### config.mk
export PLATFORM = sky130hd
export DESIGN_NAME = modulator_tx_sequencer_flat
export DESIGN_NICKNAME = d
export VERILOG_FILES = /design/src/rtl/modulator_pkg.sv /design/src/rtl/modulator_tx_sequencer_if.sv /design/src/rtl/bit_period_timer.sv /design/src/rtl/modulator_tx_sequencer.sv /design/src/flat_wrapper.sv
export SDC_FILE = /design/constraint.sdc
export NUM_CORES = 1
export LEC_CHECK = 0
export CAP_MARGIN = 10
export CORE_ASPECT_RATIO = 1.25
export CORE_MARGIN = 2
export CORE_UTILIZATION = 30
export CTS_CLUSTER_DIAMETER = 60
export DETAILED_ROUTE_END_ITERATION = 12
export PLACE_DENSITY = 0.5
export SYNTH_ARGS = -nofsm -noshare
export SYNTH_HDL_FRONTEND = slang
export SYNTH_HIERARCHICAL = 1
export SYNTH_SLANG_ARGS = --single-unit
### constraint.sdc
create_clock -name clk -period 4.6 [get_ports clk]
set_input_delay 0.69 -clock clk [delete_from_list [all_inputs] [get_ports clk]]
set_output_delay 0.69 -clock clk [all_outputs]
set_load 0.005 [all_outputs]
### src/rtl/modulator_pkg.sv
// Shared types and helpers for the modulator transmit sequencer.
// Mode encodings, FSM state encoding and bit-period selection.
package modulator_pkg;

  localparam logic [1:0] MOD_FSK  = 2'b00;
  localparam logic [1:0] MOD_ASK  = 2'b01;
  localparam logic [1:0] MOD_BPSK = 2'b10;
  localparam logic [1:0] MOD_QPSK = 2'b11;

  typedef enum logic [1:0] {
    StIdle,
    StLoad,
    StShift,
    StGap
  } state_e;

  function automatic logic [9:0] bit_period(input logic [1:0] mod,
                                            input logic [9:0] sym_clks,
                                            input logic [9:0] qpsk_clks);
    return (mod == MOD_QPSK) ? qpsk_clks : sym_clks;
  endfunction

endpackage

### src/rtl/modulator_tx_sequencer_if.sv
// Byte stream valid/ready channel from the packet source into the sequencer.
interface modulator_tx_sequencer_if;

  logic [7:0] byte_data;
  logic       byte_valid;
  logic       byte_ready;

  modport master (output byte_data, output byte_valid, input byte_ready);
  modport slave  (input byte_data, input byte_valid, output byte_ready);

endinterface

### src/rtl/bit_period_timer.sv
// Loadable down-counter; tc_o is high while the count sits at zero.
module bit_period_timer #(
  parameter int unsigned Width = 10
) (
  input  logic             clk,
  input  logic             rst,
  input  logic             load_i,
  input  logic [Width-1:0] load_val_i,
  output logic             tc_o
);

  logic [Width-1:0] cnt_q, cnt_d;

  always_comb begin
    cnt_d = cnt_q;
    if (load_i) begin
      cnt_d = load_val_i;
    end else if (cnt_q != '0) begin
      cnt_d = cnt_q - 1'b1;
    end
  end

  always_ff @(posedge clk or posedge rst) begin
    if (rst) begin
      cnt_q <= '0;
    end else begin
      cnt_q <= cnt_d;
    end
  end

  assign tc_o = (cnt_q == '0);

endmodule

### src/rtl/modulator_tx_sequencer.sv
// Frame sequencer: takes bytes over valid/ready, shifts them out MSB-first on din,
// holding each bit for the mode's bit period, then idles for a gap and pulses done.
module modulator_tx_sequencer
  import modulator_pkg::*;
#(
  parameter int unsigned SYMBOL_CLKS   = 512,
  parameter int unsigned QPSK_BIT_CLKS = 64,
  parameter int unsigned GAP_CLKS      = 64
) (
  input  logic                            clk,
  input  logic                            rst,
  input  logic                            start,
  input  logic [1:0]                      cfg_mod,
  input  logic [1:0]                      cfg_freq,
  input  logic [7:0]                      frame_len,
  modulator_tx_sequencer_if.slave         byte_if,
  output logic                            din,
  output logic [1:0]                      mod,
  output logic [1:0]                      freq,
  output logic                            qpsk_pulse,
  output logic                            busy,
  output logic                            done,
  output logic                            underrun
);

  localparam logic [9:0] SymClks  = 10'(SYMBOL_CLKS);
  localparam logic [9:0] QpskClks = 10'(QPSK_BIT_CLKS);
  localparam logic [9:0] GapM1    = 10'(GAP_CLKS - 1);

  state_e     state_q, state_d;
  logic [1:0] mod_q, mod_d, freq_q, freq_d;
  logic [7:0] len_q, len_d;
  logic [7:0] hold_q, hold_d, shift_q, shift_d;
  logic       hold_full_q, hold_full_d;
  logic [2:0] bit_idx_q, bit_idx_d;
  logic [7:0] req_cnt_q, req_cnt_d, ld_cnt_q, ld_cnt_d;
  logic       qpsk_q, qpsk_d, done_q, done_d, underrun_q, underrun_d;

  logic       byte_ready, byte_xfer;
  logic       tmr_load, tmr_tc;
  logic [9:0] tmr_val, period_m1;

  assign busy       = (state_q != StIdle);
  assign byte_ready = busy && !hold_full_q && (req_cnt_q < len_q);
  assign byte_xfer  = byte_if.byte_valid && byte_ready;
  assign period_m1  = bit_period(mod_q, SymClks, QpskClks) - 10'd1;

  bit_period_timer #(
    .Width (10)
  ) u_timer (
    .clk        (clk),
    .rst        (rst),
    .load_i     (tmr_load),
    .load_val_i (tmr_val),
    .tc_o       (tmr_tc)
  );

  always_comb begin
    state_d     = state_q;
    mod_d       = mod_q;
    freq_d      = freq_q;
    len_d       = len_q;
    hold_d      = hold_q;
    hold_full_d = hold_full_q;
    shift_d     = shift_q;
    bit_idx_d   = bit_idx_q;
    req_cnt_d   = req_cnt_q;
    ld_cnt_d    = ld_cnt_q;
    qpsk_d      = qpsk_q;
    underrun_d  = underrun_q;
    done_d      = 1'b0;
    tmr_load    = 1'b0;
    tmr_val     = period_m1;

    if (byte_xfer) begin
      hold_d      = byte_if.byte_data;
      hold_full_d = 1'b1;
      req_cnt_d   = req_cnt_q + 8'd1;
    end

    unique case (state_q)
      StIdle: begin
        if (start) begin
          if (frame_len == 8'd0) begin
            done_d = 1'b1;
          end else begin
            mod_d       = cfg_mod;
            freq_d      = cfg_freq;
            len_d       = frame_len;
            underrun_d  = 1'b0;
            req_cnt_d   = 8'd0;
            ld_cnt_d    = 8'd0;
            hold_full_d = 1'b0;
            qpsk_d      = 1'b0;
            state_d     = StLoad;
          end
        end
      end
      StLoad: begin
        if (hold_full_q) begin
          shift_d     = hold_q;
          hold_full_d = 1'b0;
          ld_cnt_d    = ld_cnt_q + 8'd1;
          bit_idx_d   = 3'd0;
          tmr_load    = 1'b1;
          state_d     = StShift;
        end
      end
      StShift: begin
        if (tmr_tc) begin
          shift_d   = {shift_q[6:0], 1'b0};
          bit_idx_d = bit_idx_q + 3'd1;
          tmr_load  = 1'b1;
          if (mod_q == MOD_QPSK) begin
            qpsk_d = ~qpsk_q;
          end
          if (bit_idx_q == 3'd7) begin
            if (ld_cnt_q == len_q) begin
              state_d = StGap;
              qpsk_d  = 1'b0;
              tmr_val = GapM1;
            end else if (hold_full_q) begin
              // Back-to-back byte: no idle slot between bytes.
              shift_d     = hold_q;
              hold_full_d = 1'b0;
              ld_cnt_d    = ld_cnt_q + 8'd1;
            end else begin
              underrun_d = 1'b1;
              tmr_load   = 1'b0;
              state_d    = StLoad;
            end
          end
        end
      end
      StGap: begin
        if (tmr_tc) begin
          state_d = StIdle;
          done_d  = 1'b1;
        end
      end
      default: state_d = StIdle;
    endcase
  end

  always_ff @(posedge clk or posedge rst) begin
    if (rst) begin
      state_q     <= StIdle;
      mod_q       <= 2'b00;
      freq_q      <= 2'b00;
      len_q       <= 8'd0;
      hold_q      <= 8'd0;
      hold_full_q <= 1'b0;
      shift_q     <= 8'd0;
      bit_idx_q   <= 3'd0;
      req_cnt_q   <= 8'd0;
      ld_cnt_q    <= 8'd0;
      qpsk_q      <= 1'b0;
      done_q      <= 1'b0;
      underrun_q  <= 1'b0;
    end else begin
      state_q     <= state_d;
      mod_q       <= mod_d;
      freq_q      <= freq_d;
      len_q       <= len_d;
      hold_q      <= hold_d;
      hold_full_q <= hold_full_d;
      shift_q     <= shift_d;
      bit_idx_q   <= bit_idx_d;
      req_cnt_q   <= req_cnt_d;
      ld_cnt_q    <= ld_cnt_d;
      qpsk_q      <= qpsk_d;
      done_q      <= done_d;
      underrun_q  <= underrun_d;
    end
  end

  assign byte_if.byte_ready = byte_ready;
  assign din        = (state_q == StShift) ? shift_q[7] : 1'b0;
  assign mod        = mod_q;
  assign freq       = freq_q;
  assign qpsk_pulse = qpsk_q;
  assign done       = done_q;
  assign underrun   = underrun_q;

endmodule

### src/flat_wrapper.sv
// flat-port wrapper written by rule: the top's interface ports become plain ports
module modulator_tx_sequencer_flat import modulator_pkg::*;
#(
  parameter int unsigned SYMBOL_CLKS   = 512,
  parameter int unsigned QPSK_BIT_CLKS = 64,
  parameter int unsigned GAP_CLKS      = 64
)
  (clk, rst, start, cfg_mod, cfg_freq, frame_len, din, mod, freq, qpsk_pulse, busy, done, underrun, byte_if_byte_data, byte_if_byte_valid, byte_if_byte_ready);
  modulator_tx_sequencer_if byte_if_i ();
  input  logic clk;
  input  logic rst;
  input  logic start;
  input  logic [1:0] cfg_mod;
  input  logic [1:0] cfg_freq;
  input  logic [7:0] frame_len;
  output logic din;
  output logic [1:0] mod;
  output logic [1:0] freq;
  output logic qpsk_pulse;
  output logic busy;
  output logic done;
  output logic underrun;
  input wire logic [$bits(byte_if_i.byte_data)-1:0] byte_if_byte_data;
  input wire logic [$bits(byte_if_i.byte_valid)-1:0] byte_if_byte_valid;
  output wire logic [$bits(byte_if_i.byte_ready)-1:0] byte_if_byte_ready;
  assign byte_if_i.byte_data = byte_if_byte_data;
  assign byte_if_i.byte_valid = byte_if_byte_valid;
  assign byte_if_byte_ready = byte_if_i.byte_ready;
  modulator_tx_sequencer #(.SYMBOL_CLKS(SYMBOL_CLKS), .QPSK_BIT_CLKS(QPSK_BIT_CLKS), .GAP_CLKS(GAP_CLKS)) u_core (.clk(clk), .rst(rst), .start(start), .cfg_mod(cfg_mod), .cfg_freq(cfg_freq), .frame_len(frame_len), .byte_if(byte_if_i), .din(din), .mod(mod), .freq(freq), .qpsk_pulse(qpsk_pulse), .busy(busy), .done(done), .underrun(underrun));
endmodule
==> run metrics <==
status=completed; via count=~3000; post-synth cell types=68; Synth Area in XOR/XNOR=0.0255; final antenna-violating net count=0; routed len/inst=14.5 um; CP max stage delay=0.66 ns; Post-synth top flop=dfrtp_1; crit share post-route=0.725; worst skew pair latency=between 0.3 and 0.4 ns; routability cong.=0.818; Area Growth Syn to Fin=20.4%; Buf/Inv on CP=2; clock slew at reported path FFs=0.06 ns; critical path peak fanout=17; post-route setup slack=1.26 ns; Crit Path Class=reg -> reg; initial core utilization=0.309; root buffer cell=clkbuf_16; CP Launch Type=flop; share of the synthesized area in the top cell type=0.417; setup TNS=0 ns; crit path to=u_core/u_timer/cnt_q[5]$_DFFE_PP0P_; Worst Setup SP=u_core/u_timer/cnt_q[0]$_DFFE_PP0P_; final hold vios=0; critical path's top delay family=simple AND/OR/NAND/NOR gates; DR iter-0 viols=158; slew at the pin with the worst max-slew slack=1.09 ns; grt total ovfl=0; Setup crit end kind=flop; initial antenna violation count=0; Synth Cell Area=about 3800 sq um; critical-path cell list=inv_1, ha_1, or4b_1, nor3_2, nand2_1, o21bai_1, a21boi_1, buf_4, nor2_1, o21a_1, nor4_1; Clock Path Buffers=2; critical path depth in cells=11; max cap viols=0; Synth area leader=dfrtp_1; layout cell share with drive strength beyond 1=0.111; required time of the critical path=4.82 ns; Detailed Place HPWL=roughly 6000 um; FF+latch count, synth=63; Post-synth EDFFs=0; Worst Hold Margin=0.477 ns; Tot Pwr=roughly 2.9 mW; adder-cell area share of the yosys netlist=0.0563; setup violators final=0; Slew Viols, Final=0; largest family of logic cells by synthesized area=compound AO/OA/AOI/OAI gates; post-CTS setup buffers=0; # diodes=0; ys async rst share=1.00; Die Y=129 um; largest net degree at the start of global routing=37; I/O pin count=34; r2r endpoint=u_core/u_timer/cnt_q[5]$_DFFE_PP0P_; Non-Filler Instances=between 600 and 700; DRT Pass-1 Iters=4; NumNets Final=~480; Critical Path AT=3.56 ns; Post-synth top cells=dfrtp_1, nand2_1, inv_1, nor2_1, o21ai_0; # clock sinks=63; Mapped Cells=407; hold bufs inserted after CTS=0; PD cells=~640 nW/um^2; HP Class=reg -> reg; fraction of the mapped netlist area in compound gates=0.215; Critical Path Slowest Stage Cell=nor3_2; DRC Markers=0; IO buf count=33; Synth Area per Inst=9.28 sq um; post-synthesis simple-gate area fraction=0.197; Syn. warnings=6; core footprint=between 10000 and 15000 sq um; dpl cells=589; vias in the first global route=2924; via density per instance=slightly above 5; crit path time final=3.34 ns; R2R cell count=11; total die area=13500 sq um; multiplexer share of the synthesized area=0.0282; CTS tree=done; Post-CTS Resized=0; R2R Setup Slk=1.26 ns; largest cells by area after synthesis=dfrtp_1, ha_1, nand2_1, o21ai_0, a21oi_1; RR Startpoint=u_core/u_timer/cnt_q[0]$_DFFE_PP0P_; die width=~100 um; WL final=slightly below 9000 um; final clock skew=0.00774 ns; FP Rows=45; leakage power=1.86 nW; fmax=0.300 GHz; Place WS=1.25 ns; top-count cell post-synth=dfrtp_1; sequential element share of the synthesized area=0.417; global-route wire length before repair=14800 um; total global-route track usage=0.136; RSZ-0062 raised after global routing=false; Peak VDD IR=~0.32 mV; H-tree levels=3; Slew headroom=0.271; CTS Buf Count=9
## worst register-to-register path, cell delays in order, from the launching register on
cell      delay [ns]
dfrtp_1         0.40
inv_1           0.09
ha_1            0.22
or4b_1          0.60
nor3_2          0.66
nand2_1         0.23
o21bai_1        0.21
a21boi_1        0.15
buf_4           0.22
nor2_1          0.06
o21a_1          0.11
nor4_1          0.28
## flip-flops by register name, summed over array words and instances (netlist names)
name and cells:
u_core/mod 2, u_core/hold_full_q 1, u_core/bit_idx_q 3, u_core/done 1, u_core/hold_q 8, u_core/freq 2, u_core/qpsk_pulse 1, u_core/state_q 2
u_core/shift_q 8, u_core/u_timer/cnt_q 10, u_core/underrun 1, u_core/ld_cnt_q 8, u_core/req_cnt_q 8, u_core/len_q 8
## worst min path at each step
stage / startpoint / endpoint / cells past startpoint
global placement: u_core/hold_q[3]$_DFFE_PP0N_ / u_core/hold_q[3]$_DFFE_PP0N_ / 2
detailed placement: u_core/hold_q[7]$_DFFE_PP0N_ / u_core/hold_q[7]$_DFFE_PP0N_ / 2
CTS: u_core/hold_q[6]$_DFFE_PP0N_ / u_core/hold_q[6]$_DFFE_PP0N_ / 2
floorplan: u_core/hold_q[0]$_DFFE_PP0N_ / u_core/hold_q[0]$_DFFE_PP0N_ / 2
finish: u_core/hold_q[6]$_DFFE_PP0N_ / u_core/hold_q[6]$_DFFE_PP0N_ / 2
global route: u_core/hold_q[7]$_DFFE_PP0N_ / u_core/hold_q[7]$_DFFE_PP0N_ / 2
## metal layers
layer  part of all wire  global-route usage  vias up
li1                   -                   -     1517
met1               0.46               0.178     1461
met2               0.48               0.221       63
met3              0.045              0.0332        7
met4              0.015              0.0501        0
met5                  0                   0        -
## where the power goes
part	leakage (nW)	switching (mW)	total (mW)	internal (mW)
combinational	0.926	0.697	1.22	0.526
clock	0.145	0.262	0.697	0.436
sequential	0.790	0.215	0.984	0.769
## final cells by class
class / instances / area [sq um]
multi-input cells: 298 / 2000
inverters: 27 / 101
clock inverters: 6 / 67.6
well taps: 164 / 205
clock buffers: 10 / 239
fillers: 1248 / 7670
flip-flops and latches: 63 / 1580
repair buffers: 37 / 360
## metrics by stage
stage | util | cell area, sq um
after global placement | 0.347 | 4240
after global routing | 0.372 | 4550
after detailed placement | 0.347 | 4240
final | 0.372 | 4550
after floorplan | - | 3790
after CTS | 0.372 | 4550
## cell usage in the layout (no fill, tap or decap), types with 4 or more instances in the layout
cell type	synthesis	routed
clkdlybuf4s50_1	0	33
conb_1	2	7
a31oi_1	12	12
nor4_1	5	5
o21ai_0	22	22
clkbuf_16	0	9
xor2_1	8	8
nor2b_1	6	6
or3_1	7	7
nand3_1	10	10
o211ai_1	6	6
nor2_1	23	23
mux2i_1	5	5
o31ai_1	6	6
mux2_2	5	5
nor3_1	4	4
a21oi_1	19	19
inv_1	25	24
ha_1	17	17
nand2_1	55	55
dfrtp_1	63	63
buf_4	0	4
o2bb2ai_1	4	4
a221oi_1	4	4
## kinds of logic (layout without fill, tap and decap cells)
| family | count (synthesis) | in the layout |
|---|---|---|
| AND/OR/NAND/NOR | 139 | 139 |
| AO/OA/AOI/OAI | 114 | 114 |
| flip-flops | 63 | 63 |
| buffers and inverters | 51 | 80 |
| adder cells (fa/ha/maj) | 17 | 17 |
| XOR/XNOR | 11 | 11 |
| multiplexers | 10 | 10 |
| other | 2 | 7 |
Note: power is estimated with default switching activity, not from simulation.
